`src/rtl/dmem_cache_pkg.sv`:
```
`default_nettype none
// ============================================================================
// Module   : dmem_cache_pkg
// Purpose  : Shared constants for the direct-mapped data cache controller.
//            It holds the FSM state encoding, the data word width, and helpers
//            that derive the address-field widths from the cache geometry.
// Contents : WORD_W, ST_IDLE/ST_WRITEBACK/ST_ALLOCATE/ST_FILL,
//            calc_ob(), calc_ib(), calc_tag_w()
// Revision : 1.0 - initial release
// ============================================================================
package dmem_cache_pkg;

  localparam int WORD_W = 32;

  localparam logic [1:0] ST_IDLE      = 2'd0;
  localparam logic [1:0] ST_WRITEBACK = 2'd1;
  localparam logic [1:0] ST_ALLOCATE  = 2'd2;
  localparam logic [1:0] ST_FILL      = 2'd3;

  // Number of word-offset bits within a line.
  function automatic int calc_ob(input int line_words);
    return $clog2(line_words);
  endfunction

  // Number of set-index bits.
  function automatic int calc_ib(input int num_sets);
    return $clog2(num_sets);
  endfunction

  // Tag width: the rest of a 32-bit byte address after byte/offset/index bits.
  function automatic int calc_tag_w(input int num_sets, input int line_words);
    return WORD_W - 2 - $clog2(num_sets) - $clog2(line_words);
  endfunction

endpackage
`default_nettype wire

```
`src/rtl/dmem_cache_line_array.sv`:
```
`default_nettype none
// ============================================================================
// Module   : dmem_cache_line_array
// Purpose  : Valid/dirty/tag/data storage for the direct-mapped cache.
//            Two asynchronous read ports: one addressed by the live request
//            index, one by the latched miss index (the victim line).
//            Synchronous writes: a single-word store path and a whole-line
//            fill path. Valid and dirty bits are cleared by reset; tags and
//            data are not.
// Ports    : clk, reset
//            rd_index  -> rd_valid, rd_dirty, rd_tag, rd_line
//            miss_index -> vic_tag, vic_line ; also the target of fill/clean
//            word_we, word_index, word_offset, word_data  (store hit)
//            line_we, line_tag, line_data                 (fill)
//            clean_we                                     (write-back done)
// Revision : 1.0 - initial release
// ============================================================================
module dmem_cache_line_array
  import dmem_cache_pkg::*;
#(
  parameter int NUM_SETS   = 16,
  parameter int LINE_WORDS = 4
) (
  input  logic                                    clk,
  input  logic                                    reset,
  input  logic [calc_ib(NUM_SETS)-1:0]            rd_index,
  output logic                                    rd_valid,
  output logic                                    rd_dirty,
  output logic [calc_tag_w(NUM_SETS,LINE_WORDS)-1:0] rd_tag,
  output logic [WORD_W*LINE_WORDS-1:0]            rd_line,
  input  logic [calc_ib(NUM_SETS)-1:0]            miss_index,
  output logic [calc_tag_w(NUM_SETS,LINE_WORDS)-1:0] vic_tag,
  output logic [WORD_W*LINE_WORDS-1:0]            vic_line,
  input  logic                                    word_we,
  input  logic [calc_ib(NUM_SETS)-1:0]            word_index,
  input  logic [calc_ob(LINE_WORDS)-1:0]          word_offset,
  input  logic [WORD_W-1:0]                       word_data,
  input  logic                                    line_we,
  input  logic [calc_tag_w(NUM_SETS,LINE_WORDS)-1:0] line_tag,
  input  logic [WORD_W*LINE_WORDS-1:0]            line_data,
  input  logic                                    clean_we
);

  localparam int TAG_W  = calc_tag_w(NUM_SETS, LINE_WORDS);
  localparam int LINE_W = WORD_W * LINE_WORDS;

  logic [NUM_SETS-1:0] valid_bits;
  logic [NUM_SETS-1:0] dirty_bits;
  logic [TAG_W-1:0]    tag_mem  [NUM_SETS];
  logic [LINE_W-1:0]   data_mem [NUM_SETS];

  assign rd_valid = valid_bits[rd_index];
  assign rd_dirty = dirty_bits[rd_index];
  assign rd_tag   = tag_mem[rd_index];
  assign rd_line  = data_mem[rd_index];
  assign vic_tag  = tag_mem[miss_index];
  assign vic_line = data_mem[miss_index];

  // Store, clean and fill never occur in the same cycle (each belongs to a
  // different controller state), so their ordering here is immaterial.
  always_ff @(posedge clk) begin
    if (reset) begin
      valid_bits <= '0;
      dirty_bits <= '0;
    end else begin
      if (word_we)  dirty_bits[word_index] <= 1'b1;
      if (clean_we) dirty_bits[miss_index] <= 1'b0;
      if (line_we) begin
        valid_bits[miss_index] <= 1'b1;
        dirty_bits[miss_index] <= 1'b0;
      end
    end
  end

  always_ff @(posedge clk) begin
    if (word_we)
      data_mem[word_index][int'(word_offset)*WORD_W +: WORD_W] <= word_data;
    if (line_we) begin
      data_mem[miss_index] <= line_data;
      tag_mem[miss_index]  <= line_tag;
    end
  end

endmodule
`default_nettype wire

```
`src/rtl/dmem_cache_ctrl.sv`:
```
`default_nettype none
// ============================================================================
// Module   : dmem_cache_ctrl
// Purpose  : Blocking, direct-mapped, write-back, write-allocate data cache
//            controller between the pipeline MEM stage and a multi-cycle
//            line-oriented backing memory.
// Ports    : clk, reset (sync, active-high)
//            CPU side : is_input_valid, addr, mem_read, mem_write, din ->
//                       is_ready, is_output_valid, dout, is_hit
//            Memory   : mem_req_valid/write/addr/wdata, mem_req_ready,
//                       mem_resp_valid, mem_resp_rdata
//            Optional : hit_count, miss_count (saturating)
// Options  : define DMEM_CACHE_STATS_EN to add the hit/miss counters.
// Revision : 1.0 - initial release
// ============================================================================
module dmem_cache_ctrl
  import dmem_cache_pkg::*;
#(
  parameter int NUM_SETS   = 16,
  parameter int LINE_WORDS = 4
) (
  input  logic                          clk,
  input  logic                          reset,
  input  logic                          is_input_valid,
  input  logic [31:0]                   addr,
  input  logic                          mem_read,
  input  logic                          mem_write,
  input  logic [31:0]                   din,
  output logic                          is_ready,
  output logic                          is_output_valid,
  output logic [31:0]                   dout,
  output logic                          is_hit,
  output logic                          mem_req_valid,
  output logic                          mem_req_write,
  output logic [31:0]                   mem_req_addr,
  output logic [WORD_W*LINE_WORDS-1:0]  mem_req_wdata,
  input  logic                          mem_req_ready,
  input  logic                          mem_resp_valid,
`ifdef DMEM_CACHE_STATS_EN
  output logic [31:0]                   hit_count,
  output logic [31:0]                   miss_count,
`endif
  input  logic [WORD_W*LINE_WORDS-1:0]  mem_resp_rdata
);

  localparam int OB     = calc_ob(LINE_WORDS);
  localparam int IB     = calc_ib(NUM_SETS);
  localparam int TAG_W  = calc_tag_w(NUM_SETS, LINE_WORDS);
  localparam int LINE_W = WORD_W * LINE_WORDS;

  logic [1:0]        state;
  logic [IB-1:0]     miss_index;
  logic [TAG_W-1:0]  miss_tag;

  logic [OB-1:0]     req_offset;
  logic [IB-1:0]     req_index;
  logic [TAG_W-1:0]  req_tag;
  logic              active;
  logic              in_idle;
  logic              tag_match;
  logic              miss;
  logic              word_we;
  logic              line_we;
  logic              clean_we;
  logic              rd_valid;
  logic              rd_dirty;
  logic [TAG_W-1:0]  rd_tag;
  logic [LINE_W-1:0] rd_line;
  logic [TAG_W-1:0]  vic_tag;
  logic [LINE_W-1:0] vic_line;
  logic              unused_byte_bits;

  assign unused_byte_bits = ^addr[1:0];

  assign req_offset = addr[2 +: OB];
  assign req_index  = addr[2+OB +: IB];
  assign req_tag    = addr[31 -: TAG_W];

  assign active    = is_input_valid && (mem_read || mem_write);
  assign in_idle   = (state == ST_IDLE);
  assign tag_match = rd_valid && (rd_tag == req_tag);
  assign miss      = in_idle && active && !tag_match;

  // A combined read+write request is handled as a store.
  assign word_we  = in_idle && active && mem_write && tag_match;
  assign line_we  = (state == ST_FILL) && mem_resp_valid;
  assign clean_we = (state == ST_WRITEBACK) && mem_req_ready;

  assign is_ready        = in_idle;
  assign is_hit          = in_idle && (!active || tag_match);
  assign is_output_valid = is_hit;
  assign dout = (in_idle && active && !mem_write && tag_match)
              ? rd_line[int'(req_offset)*WORD_W +: WORD_W] : '0;

  // Memory-side outputs depend only on state and latched/stored values,
  // so no CPU-input path reaches the memory interface.
  assign mem_req_valid = (state == ST_WRITEBACK) || (state == ST_ALLOCATE);
  assign mem_req_write = (state == ST_WRITEBACK);
  always_comb begin
    mem_req_addr  = '0;
    mem_req_wdata = '0;
    if (state == ST_WRITEBACK) begin
      mem_req_addr  = {vic_tag, miss_index, {(OB+2){1'b0}}};
      mem_req_wdata = vic_line;
    end else if (state == ST_ALLOCATE) begin
      mem_req_addr  = {miss_tag, miss_index, {(OB+2){1'b0}}};
    end
  end

  always_ff @(posedge clk) begin
    if (reset) begin
      state <= ST_IDLE;
    end else begin
      case (state)
        ST_IDLE:      if (miss) state <= (rd_valid && rd_dirty) ? ST_WRITEBACK : ST_ALLOCATE;
        ST_WRITEBACK: if (mem_req_ready) state <= ST_ALLOCATE;
        ST_ALLOCATE:  if (mem_req_ready) state <= ST_FILL;
        ST_FILL:      if (mem_resp_valid) state <= ST_IDLE;
        default:      state <= ST_IDLE;
      endcase
    end
  end

  always_ff @(posedge clk) begin
    if (miss) begin
      miss_index <= req_index;
      miss_tag   <= req_tag;
    end
  end

  dmem_cache_line_array #(
    .NUM_SETS   (NUM_SETS),
    .LINE_WORDS (LINE_WORDS)
  ) u_lines (
    .clk         (clk),
    .reset       (reset),
    .rd_index    (req_index),
    .rd_valid    (rd_valid),
    .rd_dirty    (rd_dirty),
    .rd_tag      (rd_tag),
    .rd_line     (rd_line),
    .miss_index  (miss_index),
    .vic_tag     (vic_tag),
    .vic_line    (vic_line),
    .word_we     (word_we),
    .word_index  (req_index),
    .word_offset (req_offset),
    .word_data   (din),
    .line_we     (line_we),
    .line_tag    (miss_tag),
    .line_data   (mem_resp_rdata),
    .clean_we    (clean_we)
  );

`ifdef DMEM_CACHE_STATS_EN
  // The first IDLE cycle after a fill is the stalled request being replayed;
  // its hit was already counted as a miss, so it is excluded from hit_count.
  logic replay;

  always_ff @(posedge clk) begin
    if (reset) begin
      hit_count  <= '0;
      miss_count <= '0;
      replay     <= 1'b0;
    end else begin
      replay <= line_we;
      if (in_idle && active && tag_match && !replay && (hit_count != '1))
        hit_count <= hit_count + 32'd1;
      if (miss && (miss_count != '1))
        miss_count <= miss_count + 32'd1;
    end
  end
`endif

endmodule
`default_nettype wire

```
`config.mk`:
```
export PLATFORM = sky130hd
export DESIGN_NAME = dmem_cache_ctrl
export DESIGN_NICKNAME = d
export VERILOG_FILES = /design/src/rtl/dmem_cache_pkg.sv /design/src/rtl/dmem_cache_line_array.sv /design/src/rtl/dmem_cache_ctrl.sv
export SDC_FILE = /design/constraint.sdc
export NUM_CORES = 2
export LEC_CHECK = 0
export BUFFER_PORTS_ARGS = -buffer_cell sky130_fd_sc_hd__buf_2
export CORE_MARGIN = 2
export CORE_UTILIZATION = 40
export CTS_BUF_LIST = sky130_fd_sc_hd__clkbuf_4 sky130_fd_sc_hd__clkbuf_8 sky130_fd_sc_hd__clkbuf_16
export DETAILED_ROUTE_END_ITERATION = 8
export PLACE_DENSITY = 0.7
export REMOVE_ABC_BUFFERS = 1
export SYNTH_ARGS = -nofsm -noshare
export SYNTH_HDL_FRONTEND = slang
export SYNTH_SLANG_ARGS = --single-unit
```
`constraint.sdc`:
```
create_clock -name clk -period 5.1 [get_ports clk]
set_input_delay 0.51 -clock clk [delete_from_list [all_inputs] [get_ports clk]]
set_output_delay 0.51 -clock clk [all_outputs]
set_load 0.02 [all_outputs]
```
# Word-level counts from Yosys, hierarchy flattened
# Memories as Yosys holds them, arrays and structs flattened. A register that Yosys moved wholly into a read port is not among the register bits.
# Index checks and enable logic that the tools add are counted.
# Widths: inputs -> output; s select.
# word_totals
register_bits,62
ram_bits,2432
out_inout_bits,197
mem_count,2
# mem_list
name,depth,width,rd,rd_clocked_by_memory_dff,wr,line_no,rtl
u_lines.data_mem,16,128,2,1,1,dmem_cache_line_array.sv:50,logic [LINE_W-1:0] data_mem [NUM_SETS];
u_lines.tag_mem,16,24,2,1,1,dmem_cache_line_array.sv:49,logic [TAG_W-1:0] tag_mem [NUM_SETS];
# classes
add_sub_neg,1
order_cmp,4
n_eq_ne,8
n_shift,3
muxes,32
n_bitwise,5
n_reduce_logical,23
# op_table
op,count
$mux 128,4
$reduce_or 128->1,1
$shift 32x33->128 const A,1
$shiftx 128x8->32,1
$shiftx 32x33->128,1
$mux 32,3
$mux 16,5
$neg 7->33,1
$and 16x16->16,2
$or 16x16->16,2
$eq 24x24->1,1
$not 16->16,1
$logic_and 1x1->1,14
$mux 4,3
$lt 4x5->1 const B,2
$mux 2,5
$bmux 1 s4,2
$demux 1 s4,2
$ge 4x1->1 const B,2
$pmux 2 s4,1
$mux 1,7
$eq 2x2->1 const B,2
$ne 2x1->1 const B,2
$ne 2x2->1 const B,2
5 further kinds,9

# Longest topological paths before layout
# depth
depth_word,12
depth_mapped,16

# Modules after synthesis
# A second synthesis with hierarchy kept.
# unflattened
hier_cells,10896
hier_area_um2,136036.7
# by_module_without_submodules
module,instances,cells_per_inst,area_each_um2,seq_area_each_um2
dmem_cache_line_array,1,10540,132492.1,73670.7
dmem_cache_ctrl,1,356,3544.6,880.8

# Least setup slack after synthesis
# Ideal clock, no wire load.
# synth_path
path_type,input -> register
startpoint,input addr[5]
endpoint,"memory u_lines.data_mem[10][0] in the netlist's numbering, enable pin"
setup_ns,0.421
arrival_time_ns,4.536
t_required_ns,4.679
slack_ns,0.144
path_stages,14
path_cell_list,buf_2 buf_2 clkbuf_1 mux4_2 a222oi_1 a2bb2oi_1 a211o_1 o21ai_0 o2111ai_1 nor4_2 buf_4 a21oi_2 buf_2 nor2_1
# synth_between
elab_chain_len,7
# synth_lines
item,line_no,rtl
start: declaration,dmem_cache_ctrl.sv:25,"input logic [31:0] addr,"
$mem_v2 16x24 or $bmux 1 s4 (tied branches),-,
$eq 24x24->1 or $mux 1 (tied branches),"dmem_cache_ctrl.sv:81, dmem_cache_line_array.sv:52",
$logic_and 1x1->1,dmem_cache_ctrl.sv:81,assign tag_match = rd_valid && (rd_tag == req_tag);
$logic_and 1x1->1,dmem_cache_ctrl.sv:85,assign word_we = in_idle && active && mem_write && tag_match;
$mux 1,dmem_cache_line_array.sv:76,if (word_we)
$mux 128 (not written as such),dmem_cache_line_array.sv:77,data_mem[word_index][int'(word_offset)*WORD_W +: WORD_W] <= word_data;
$mux 128 (no source line),-,
end: declaration,dmem_cache_line_array.sv:50,
# Parallel ways exist; a longest one is shown, timed or not. The select of a mux whose other input is x is not followed.

==> impl_metrics.py <==
metrics = {
    "outcome": {
        "status": "completed",
    },
    "clock_network": {
        "clockRootBuffer": "clkbuf_16",
        "clkSinkCount": 2498,
        "cts_setup_buffers": 0,
        "clock_path_buffers": 4,
        "cts_htree_levels": 5,
        "cts_tree": "yes",
        "cts_made_buffers": 273,
        "clk_pin_slew_ps": 60,
        "clk_latency_ps": 870,
    },
    "pwr": {
        "peakVddDrop_mv": 0.3810,
        "power_density_nw_per_um2": 380.9,
        "power_frac_clock": 0.380,
        "p_sw_mw": 13.13,
        "intPower_mw": 38.03,
        "combPwrFrac": 0.170,
        "swShare": 0.2567,
        "p_leak_nw": 42.86,
        "power_mw": 51.15,
        "seqPwrFrac": 0.450,
    },
    "timing": {
        "fin_hold_ws_ps": 78.55,
        "max_freq_ghz": 0.2081,
        "finalSetupTns_ps": 0,
        "worstMarginPinSlew_ps": 1190,
        "slew_viol_final": 0,
        "period_share": 0.9422,
        "setup_viol": 0,
        "fin_crit_ps": 4805,
        "skew_ps": 76.14,
        "rsz0062_at_grt": "false",
        "hold_violations": 0,
        "slew_headroom": 0.2048,
    },
    "yosys": {
        "syn_avg_cell_area_um2": 21.99,
        "synth-async-reset-ratio": 0,
        "post-synth-top-count-cell": "edfxtp_1",
        "synth_fa_ha_area_frac": 0.001077,
        "synthSimpleGateAreaFrac": 0.01846,
        "synth_edf_count": 2460,
        "synthCells": 5281,
        "synth_top_area_share": 0.6361,
        "synthTopCellsByCount": "edfxtp_1 (2460), mux4_2 (1501), clkbuf_1 (284)",
        "netlist-cell-type-count": 67,
        "synth_compound_area_frac": 0.02066,
        "synth_area_leader_cell": "edfxtp_1",
        "synth_top_family_by_area": "multiplexers",
        "synth_seq_area_share": 0.6426,
        "synthFlopType": "edfxtp_1",
        "ys_top_cells_by_area": "edfxtp_1 (64%), mux4_2 (29%), a22o_1 (1.2%)",
        "synth_xor_area_frac": 0.001207,
        "synth_area_um2": 116100,
        "synth_warnings": 0,
        "synthMuxAreaShare": 0.2999,
        "ys_ff_latch": 2498,
    },
    "critical_path": {
        "cp-end-kind": "output port",
        "worstPathRequired_ps": 4590,
        "worst-path-buf-inv": 2,
        "r2r-start": "u_lines.tag_mem[13][17]",
        "crit_cells": 11,
        "r2r_end": "u_lines.data_mem[11][10]",
        "reg2regPathDepth": 11,
        "endpoint": "dout[28]",
        "cp_data_arrival_time_ps": 4300,
        "r2r_setup_slack_ps": 890,
        "cp_cell_sequence": "mux4_1 > a22oi_1 > a21oi_1 > or4_4 > nor4b_2 > o21ai_1 > nor3_1 > nand3_2 > buf_12 > nor2b_1 > buf_2",
        "worstSetupStartpointType": "flip-flop",
        "cpPeakStageDelay_ps": 560,
        "crit_fanout": 32,
        "setup.worst_path.start": "u_lines.tag_mem[13][17]",
        "critPathKind": "reg -> out",
        "crit_family": "simple AND/OR/NAND/NOR gates",
        "slowest_stage": "mux4_1",
    },
    "floorplanning": {
        "core_area_um2": 288400,
        "num_io_pins": 396,
        "initial_core_util": 0.4027,
        "die_x_um": 542.8,
        "rows": 197,
        "die_area_um2": 294700,
        "die_y_um": 542.8,
    },
    "layout": {
        "nNetsFinal": 6013,
        "layout-drive-gt1-share": 0.4472,
        "area_growth_pct": 15.64,
    },
    "detailed_routing": {
        "drt-total-wl_um": 372800,
        "viasPerCell": 6.659,
        "antenna_left": 0,
        "route.detailed.drc": 0,
        "vias": 65374,
        "drt-initial-drc-count": 9088,
        "wire_per_inst_um": 37.97,
        "first_pass_iters": 5,
    },
    "place": {
        "place_hpwl_um": 229200,
        "place_congestion": 0.8560,
        "io_buffer_count": 389,
    },
    "global_route": {
        "grt_start_max_net_pins": 119,
        "track_usage": 0.2501,
        "grt_pass1_vias": 66173,
        "antenna_found_initial": 65,
        "grt_overflow": 0,
        "grt_pass1_wl_um": 514900,
    },
    "flow_run": {
        "maxCapViolCount": 0,
    },
    "worst_hold_path": {
        "hp-class": "in -> reg",
    },
}
==> metal layers <==
metal / vias to the layer above / track usage / share of wire
met5: - / 0 / 0.00059
met4: 32 / 0.1260 / 0.055
met3: 843 / 0.06266 / 0.12
met2: 4616 / 0.3927 / 0.48
met1: 35276 / 0.3245 / 0.35
li1: 24607 / - / -
==> sequential cells by signal, summed over array words and instances, names as in the netlist, named ones only <==
| signal | cells |
|---|---|
| miss_tag | 24 |
| u_lines.dirty_bits | 16 |
| u_lines.valid_bits | 16 |
| state | 2 |
| miss_index | 4 |
| u_lines.tag_mem | 384 |
| u_lines.data_mem | 2048 |
==> stage by stage <==
stage / std cells / worst slack, ps / util / instance area [um2]
global placement: 9286 / 114.0 / 0.4346 / 125300
finish: 9818 / 294.9 / 0.4657 / 134300
global route: 9792 / 125.0 / 0.4654 / 134200
CTS: 9778 / 208.6 / 0.4653 / 134200
detailed placement: 9286 / 116.7 / 0.4346 / 125300
floorplan: 4856 / -21990 / - / 114400
==> worst min path at each step <==
stage,startpoint,cells past startpoint,slack [ps],endpoint
3_5_place_dp,u_lines.valid_bits[12],2,460,u_lines.valid_bits[12]
2_1_floorplan,u_lines.valid_bits[10],2,430,u_lines.valid_bits[10]
4_1_cts,addr[7],1,30,miss_index[3]
5_1_grt,addr[7],1,30,miss_index[3]
6_report,addr[7],1,80,miss_index[3]
3_3_place_gp,u_lines.valid_bits[8],2,450,u_lines.valid_bits[8]
==> cell type report <==
class | instances | area [um2]
Tap cell | 3781 | 4731
Fill cell | 23419 | 154100
Sequential cell | 2498 | 74650
Clock buffer | 340 | 7527
Inverter | 19 | 80.08
Timing Repair Buffer | 673 | 5771
Multi-Input combinational cell | 2339 | 40340
Antenna cell | 40 | 100.1
Clock inverter | 128 | 1095
==> worst register-to-register path, stage by stage (launching register included) <==
cell and delay (ps):
edfxtp_1 410, mux4_1 560, a22oi_1 240, a21oi_1 100
or4_4 510, nor4b_2 230, o21ai_1 180, nor4_4 410
buf_12 240, a21oi_4 310, nor2_4 330, buf_12 290
==> cell usage in the layout, fill, tap and decap left out, types with 40 or more instances in the layout <==
cell,n
clkinv_1,54
mux2i_1,83
nor2_4,80
buf_4,132
a22o_1,154
and2_1,133
buf_12,128
diode_2,40
clkbuf_4,56
nand2_1,45
edfxtp_1,2460
mux4_2,1501
nor2_1,54
nor2b_1,44
clkbuf_16,284
buf_2,386
==> power by group through the flow <==
| stage | Sequential, mW | Clock [mW] | Combinational [mW] |
|---|---|---|---|
| floorplan | 23.9 | 0 | 6.78 |
| global placement | 23.4 | 0 | 8.65 |
| detailed placement | 23.4 | 0 | 8.70 |
| CTS | 23.0 | 19.6 | 8.74 |
| global route | 23.0 | 20.3 | 9.06 |
| finish | 23.0 | 19.4 | 8.71 |
==> cells by family after synthesis <==
kind of cell             count (synthesis)
flip-flops                            2498
multiplexers                          1598
buffers and inverters                  447
AND/OR/NAND/NOR                        411
AO/OA/AOI/OAI                          300
XOR/XNOR                                16
adder cells (fa/ha/maj)                 10
other                                    1
==> timing repair <==
item / CTS / global route
endpoints found under the hold margin: 24 / 0
setup endpoints to repair: 0 / 14
resized for setup: 0 / 2
hold buffers: 24 / 0
(Power assumes the default switching activity.)
